**config.mk**
```make
export PLATFORM = sky130hd
export DESIGN_NAME = shift_arbiter_flat
export DESIGN_NICKNAME = d
export VERILOG_FILES = /design/src/rtl/shift_pkg.sv /design/src/rtl/shift_arbiter_if.sv /design/src/rtl/Shift.sv /design/src/rtl/shift_arbiter.sv /design/src/flat_wrapper.sv
export SDC_FILE = /design/constraint.sdc
export NUM_CORES = 1
export LEC_CHECK = 0
export CAP_MARGIN = 20
export CORE_ASPECT_RATIO = 0.9
export CORE_MARGIN = 5
export CORE_UTILIZATION = 30
export CTS_CLUSTER_SIZE = 40
export DETAILED_ROUTE_END_ITERATION = 16
export PLACE_DENSITY = 0.55
export SLEW_MARGIN = 40
export SYNTH_ARGS = -nofsm -noshare
export SYNTH_HDL_FRONTEND = slang
export SYNTH_HIERARCHICAL = 1
export SYNTH_SLANG_ARGS = --single-unit
```
**constraint.sdc**
```tcl
create_clock -name clk -period 6.8 [get_ports clk]
set_clock_uncertainty 0.15 [all_clocks]
set_input_delay 1.7 -clock clk [delete_from_list [all_inputs] [get_ports clk]]
set_output_delay 1.7 -clock clk [all_outputs]
set_load 0.02 [all_outputs]
```
**src/rtl/shift_pkg.sv**
```systemverilog
// Shared constants, function codes and helpers for the shift arbiter and its
// barrel shifter.
package shift_pkg;

  localparam int DATA_W  = 32;
  localparam int SHAMT_W = 5;

  typedef enum logic [1:0] {
    FT_SLL     = 2'b00,
    FT_SRL     = 2'b01,
    FT_ILLEGAL = 2'b10,
    FT_SRA     = 2'b11
  } ft_e;

  localparam logic REQ_ALU   = 1'b0;
  localparam logic REQ_ALIGN = 1'b1;

  // Lets one right-shifting datapath also serve left shifts.
  function automatic logic [DATA_W-1:0] bit_reverse(input logic [DATA_W-1:0] x);
    logic [DATA_W-1:0] r;
    for (int i = 0; i < DATA_W; i++) r[i] = x[DATA_W-1-i];
    return r;
  endfunction

endpackage

```
**src/rtl/shift_arbiter_if.sv**
```systemverilog
// Two valid/ready shift requesters plus the tagged result port of the
// shared shifter.
interface shift_arbiter_if;
  import shift_pkg::*;

  logic               req0_valid;
  logic               req0_ready;
  logic [SHAMT_W-1:0] req0_a;
  logic [DATA_W-1:0]  req0_b;
  logic [1:0]         req0_ft;

  logic               req1_valid;
  logic               req1_ready;
  logic [SHAMT_W-1:0] req1_a;
  logic [DATA_W-1:0]  req1_b;
  logic [1:0]         req1_ft;

  logic               out_valid;
  logic               out_ready;
  logic [DATA_W-1:0]  out_s;
  logic               out_id;
  logic               out_err;

  modport master (
    output req0_valid, req0_a, req0_b, req0_ft,
    output req1_valid, req1_a, req1_b, req1_ft,
    output out_ready,
    input  req0_ready, req1_ready,
    input  out_valid, out_s, out_id, out_err
  );

  modport slave (
    input  req0_valid, req0_a, req0_b, req0_ft,
    input  req1_valid, req1_a, req1_b, req1_ft,
    input  out_ready,
    output req0_ready, req1_ready,
    output out_valid, out_s, out_id, out_err
  );

endinterface

```
**src/rtl/Shift.sv**
```systemverilog
// Five-stage combinational barrel shifter: SLL, SRL, SRA by a 5-bit amount.
module Shift
  import shift_pkg::*;
(
  input  logic [SHAMT_W-1:0] A,
  input  logic [DATA_W-1:0]  B,
  input  logic [1:0]         FT,
  output logic [DATA_W-1:0]  S
);

  logic              left;
  logic              fill;
  logic [DATA_W-1:0] stage [SHAMT_W+1];

  // Left shifts run through the right-shift stages on a bit-reversed operand.
  assign left     = (FT == FT_SLL);
  assign fill     = (FT == FT_SRA) && B[DATA_W-1];
  assign stage[0] = left ? bit_reverse(B) : B;

  for (genvar k = 0; k < SHAMT_W; k++) begin : g_stage
    localparam int SH = 1 << k;
    assign stage[k+1] = A[k] ? {{SH{fill}}, stage[k][DATA_W-1:SH]} : stage[k];
  end

  assign S = left ? bit_reverse(stage[SHAMT_W]) : stage[SHAMT_W];

endmodule

```
**src/rtl/shift_arbiter.sv**
```systemverilog
// Round-robin (or fixed-priority) arbiter sharing one barrel shifter between
// two requesters, with a one-entry tagged result register.
module shift_arbiter
  import shift_pkg::*;
#(
  parameter bit RR_ENABLE = 1'b1
) (
  input  logic            clk,
  input  logic            reset,
  shift_arbiter_if.slave  bus
);

  logic               grant0;
  logic               grant1;
  logic               slot_free;
  logic               accept;
  logic               last;
  logic [SHAMT_W-1:0] op_a;
  logic [DATA_W-1:0]  op_b;
  logic [1:0]         op_ft;
  logic [DATA_W-1:0]  shift_s;

  logic               out_valid_q;
  logic [DATA_W-1:0]  out_s_q;
  logic               out_id_q;
  logic               out_err_q;

  always_comb begin
    // NOTE: defaults first, so no path through this block can infer a latch.
    grant0 = 1'b0;
    grant1 = 1'b0;
    if (bus.req0_valid && bus.req1_valid) begin
      // Contested: round-robin hands the slot to whoever did not win last.
      if (RR_ENABLE && (last == REQ_ALU)) grant1 = 1'b1;
      else                                grant0 = 1'b1;
    end else if (bus.req0_valid) begin
      grant0 = 1'b1;
    end else if (bus.req1_valid) begin
      grant1 = 1'b1;
    end
  end

  assign slot_free      = !out_valid_q || bus.out_ready;
  assign bus.req0_ready = grant0 && slot_free;
  assign bus.req1_ready = grant1 && slot_free;
  assign accept         = (grant0 || grant1) && slot_free;

  assign op_a  = grant1 ? bus.req1_a  : bus.req0_a;
  assign op_b  = grant1 ? bus.req1_b  : bus.req0_b;
  assign op_ft = grant1 ? bus.req1_ft : bus.req0_ft;

  Shift u_shift (
    .A  (op_a),
    .B  (op_b),
    .FT (op_ft),
    .S  (shift_s)
  );

  always_ff @(posedge clk or posedge reset) begin
    // NOTE: sequential state uses non-blocking assignments; the data fields are
    // reset too so a dropped result never leaks out after reset.
    if (reset) begin
      out_valid_q <= 1'b0;
      out_s_q     <= '0;
      out_id_q    <= REQ_ALU;
      out_err_q   <= 1'b0;
      last        <= REQ_ALIGN;
    end else if (accept) begin
      out_valid_q <= 1'b1;
      out_s_q     <= (op_ft == FT_ILLEGAL) ? '0 : shift_s;
      out_id_q    <= grant1;
      out_err_q   <= (op_ft == FT_ILLEGAL);
      last        <= grant1;
    end else if (bus.out_ready) begin
      out_valid_q <= 1'b0;
    end
  end

  assign bus.out_valid = out_valid_q;
  assign bus.out_s     = out_s_q;
  assign bus.out_id    = out_id_q;
  assign bus.out_err   = out_err_q;

endmodule
```
**src/flat_wrapper.sv**
```systemverilog
// flat-port wrapper written by rule: the top's interface ports become plain ports
module shift_arbiter_flat import shift_pkg::*;
#(
  parameter bit RR_ENABLE = 1'b1
)
  (clk, reset, bus_req0_valid, bus_req0_a, bus_req0_b, bus_req0_ft, bus_req1_valid, bus_req1_a, bus_req1_b, bus_req1_ft, bus_out_ready, bus_req0_ready, bus_req1_ready, bus_out_valid, bus_out_s, bus_out_id, bus_out_err);
  shift_arbiter_if bus_i ();
  input  logic clk;
  input  logic reset;
  input wire logic [$bits(bus_i.req0_valid)-1:0] bus_req0_valid;
  input wire logic [$bits(bus_i.req0_a)-1:0] bus_req0_a;
  input wire logic [$bits(bus_i.req0_b)-1:0] bus_req0_b;
  input wire logic [$bits(bus_i.req0_ft)-1:0] bus_req0_ft;
  input wire logic [$bits(bus_i.req1_valid)-1:0] bus_req1_valid;
  input wire logic [$bits(bus_i.req1_a)-1:0] bus_req1_a;
  input wire logic [$bits(bus_i.req1_b)-1:0] bus_req1_b;
  input wire logic [$bits(bus_i.req1_ft)-1:0] bus_req1_ft;
  input wire logic [$bits(bus_i.out_ready)-1:0] bus_out_ready;
  output wire logic [$bits(bus_i.req0_ready)-1:0] bus_req0_ready;
  output wire logic [$bits(bus_i.req1_ready)-1:0] bus_req1_ready;
  output wire logic [$bits(bus_i.out_valid)-1:0] bus_out_valid;
  output wire logic [$bits(bus_i.out_s)-1:0] bus_out_s;
  output wire logic [$bits(bus_i.out_id)-1:0] bus_out_id;
  output wire logic [$bits(bus_i.out_err)-1:0] bus_out_err;
  assign bus_i.req0_valid = bus_req0_valid;
  assign bus_i.req0_a = bus_req0_a;
  assign bus_i.req0_b = bus_req0_b;
  assign bus_i.req0_ft = bus_req0_ft;
  assign bus_i.req1_valid = bus_req1_valid;
  assign bus_i.req1_a = bus_req1_a;
  assign bus_i.req1_b = bus_req1_b;
  assign bus_i.req1_ft = bus_req1_ft;
  assign bus_i.out_ready = bus_out_ready;
  assign bus_req0_ready = bus_i.req0_ready;
  assign bus_req1_ready = bus_i.req1_ready;
  assign bus_out_valid = bus_i.out_valid;
  assign bus_out_s = bus_i.out_s;
  assign bus_out_id = bus_i.out_id;
  assign bus_out_err = bus_i.out_err;
  shift_arbiter #(.RR_ENABLE(RR_ENABLE)) u_core (.clk(clk), .reset(reset), .bus(bus_i));
endmodule
```
==> impl_metrics.py <==
metrics = {
    "synthesis": {
        "async_reset_ff_share_pct": 100.0,
        "synth_fp_nets": 661,
        "synth_cells": 578,
        "synth_sequential_area_ratio_pct": 17.70,
        "synth.area.top_cells": "mux4_2, dfrtp_1, mux2_2",
        "synth-main-ff-cell": "dfrtp_1",
        "synth_edf_count": 0,
        "synth.largest_area_cell": "mux4_2",
        "yosysWarnings": 6,
        "synth_cell_types": 65,
        "synth_top_area_share_pct": 19.00,
        "netlist_area_mm2": 0.005097,
        "synth.ff_latch_count": 36,
        "postSynthAreaPerCell_um2": 8.819,
    },
    "timing": {
        "drv_slew": 0,
        "rsz0062_at_grt": "no",
        "worst_slew_pin_slew_ns": 0.6890,
        "fin_crit_sh_pct": 83.80,
        "relSlewSlack_pct": 53.91,
        "whs_ns": 0.3314,
        "hold_violations": 0,
        "max_freq_ghz": 0.1755,
        "finalSetupViolCount": 0,
        "fin_setup_tns_ns": 0,
        "period_minus_slack_ns": 5.698,
    },
    "flow_run": {
        "drv_cap": 0,
    },
    "worst_setup_path": {
        "start_kind": "primary input",
        "cp.required_ns": 6.85,
        "path_buf_inv": 3,
        "rr_startpoint": "u_core/last",
        "r2r_end": "u_core/bus.out_s[21]",
        "cpPeakStageDelay_ns": 0.52,
        "path_cells": "clkdlybuf4s50_1 -> a21boi_4 -> buf_4 -> mux2_2 -> buf_4 -> or4b_1 -> a41oi_1 -> a21oi_1 -> o31ai_1 -> a221oi_1 -> mux2i_1 -> nand3_1 -> o2bb2ai_1",
        "worst-r2r-cell-count": 12,
        "path_common_cell": "buf_4",
        "crit_fanout": 34,
        "worstPathArrival_ns": 5.75,
        "worstSetupPathType": "primary input to flip-flop",
        "crit_slowest_cell": "or4b_1",
        "crit_path_end_kind": "flip-flop",
        "regToRegSetupSlack_ns": 2.68,
        "cp_top_family": "compound AO/OA/AOI/OAI gates",
    },
    "cells_and_area": {
        "fin_nets": 744,
        "drive_gt1_share_pct": 18.43,
        "antennaDiodeCount": 0,
        "final_common_cell": "clkdlybuf4s50_1",
        "layout_common_cells": "clkdlybuf4s50_1, nand2_1, mux2_2",
        "area_growth_pct": 29.70,
        "n_fill_cell": 1685,
    },
    "floorplanning": {
        "coreArea_mm2": 0.01678,
        "rows": 45,
        "die_y_um": 133.7,
        "start_util_pct": 30.38,
        "ioPinCount": 120,
        "fp.dieW_um": 147.4,
        "die_area_mm2": 0.01970,
    },
    "min_path": {
        "min_from": "u_core/bus.out_s[2]",
        "holdPathEnd": "u_core/bus.out_s[2]",
        "holdPathStages": 1,
        "hp-class": "flip-flop to flip-flop",
    },
    "placement": {
        "numPortBuffers": 119,
        "gp_congestion": 0.9567,
        "dp_hpwl_mm": 15.61,
    },
    "clocking": {
        "numCtsBuffers": 5,
        "postCtsHoldBufs": 0,
        "post_cts_resized": 0,
        "clk_pin_slew_ns": 0.06,
        "root_buffer": "clkbuf_16",
        "clkLatencyLatePin_ns": 0.28,
        "h-tree-depth": 2,
        "cts_num_sinks": 36,
        "clockBufferDepth": 2,
        "tritoncts": "built",
        "cts_setup_buffers": 0,
    },
    "drt": {
        "routed-wl-met2_mm": 9.270,
        "routed_wl_mm": 20.05,
        "ant_nets": 0,
        "drt-met1-wl_mm": 8.689,
        "routed_via_density": 6.220,
        "dr.pass1.iters": 5,
        "dr.max_layer_used": "met4",
        "drc": 0,
        "via_count": 5430,
        "wl_met3_mm": 1.672,
        "detail_route.wl_per_cell_um": 22.96,
        "drt_iter0_drc": 708,
    },
    "global_route": {
        "grt_pass1_wl_mm": 31.35,
        "grt_pass1_vias": 5362,
        "grt.total_usage_pct": 20.03,
        "overflow": 0,
        "antenna_found_initial": 0,
        "grt_max_degree": 37,
    },
    "pwr": {
        "power_mw": 1.496,
        "pwr_density_cell_mw_per_mm2": 226.3,
        "p_leak_nw": 2.440,
        "ir_drop_v": 0.00009434,
    },
    "status": {
        "status": "finished clean",
    },
}
worst reg2reg max path: cells and delay by family (launching register included):
kind / cells / cell delay, ns
multiplexers: 2 / 0.70
AO/OA/AOI/OAI: 6 / 1.45
buffers and inverters: 2 / 0.69
AND/OR/NAND/NOR: 2 / 0.66
flip-flops: 1 / 0.39
per-stage QoR:
stage	setup WS (ns)	std cells	util [%]	instance area (um^2)
finish	1.102	873	39.40	6611
detailed placement	0.7605	865	38.31	6427
floorplan	1.787	578	-	5097
global route	0.8559	873	39.40	6611
CTS	1.065	873	39.40	6610
global placement	0.8617	865	38.31	6427
Yosys cell counts, drive strengths merged, types with 9 or more instances:
cell     number
buf          24
nand3        42
mux2i        29
a31oi         9
o22ai        10
a22oi        21
o2bb2ai      32
inv          18
o21ai        16
mux4         43
nand2        52
dfrtp        35
mux2         45
a21oi        18
nor2         40
clkbuf       35
where the power goes:
part	internal [mW]	total [mW]	switching (mW)	leakage, nW
combinational	0.404	0.922	0.517	1.89
clock	0.193	0.278	0.0852	0.0901
sequential	0.265	0.297	0.0319	0.460
per-layer routing:
layer,GRT usage [%],vias to the layer above
met1,28.08,2681
met4,3.882,0
met3,4.558,41
li1,-,2442
met2,31.93,266
met5,0,-
layout make-up:
class,instances,area [um^2],share of cell area (%)
Multi-Input combinational cell,463,3876,58.63
Timing Repair Buffer,135,1311,19.83
Sequential cell,36,902.1,13.64
Tap cell,211,264.0,3.993
Clock buffer,7,152.6,2.309
Inverter,20,75.07,1.136
Clock inverter,1,30.03,0.4542
worst max path at each step:
stage,slack (ns),to,cells past startpoint,start
6_report,1.10,u_core/bus.out_s[21],13,bus_req1_valid
5_1_grt,0.86,u_core/bus.out_s[15],12,bus_req1_valid
4_1_cts,1.06,u_core/bus.out_s[20],11,bus_req1_valid
3_5_place_dp,0.76,u_core/bus.out_s[20],11,bus_req1_valid
3_3_place_gp,0.86,u_core/bus.out_s[20],11,bus_req1_valid
2_1_floorplan,1.79,u_core/bus.out_s[20],11,bus_req1_valid
logic make-up (layout without fill, tap and decap cells):
| group | Yosys count | count (layout) | share of synthesized area (%) |
|---|---|---|---|
| DFF | 36 | 36 | 17.70 |
| muxes | 117 | 117 | 34.63 |
| AOI/OAI and AO/OA | 165 | 165 | 23.98 |
| buffers and inverters | 79 | 163 | 6.603 |
| adders and majority gates | 3 | 3 | 0.5891 |
| and+or+nand+nor | 178 | 178 | 16.49 |
flip-flops by register name (all words and copies together) (netlist names):
signal and cells:
u_core/bus.out_err 1, u_core/bus.out_valid 1, u_core/bus.out_id 1, u_core/last 1
u_core/bus.out_s 32
No activity file was read; power rests on OpenSTA's default activity.
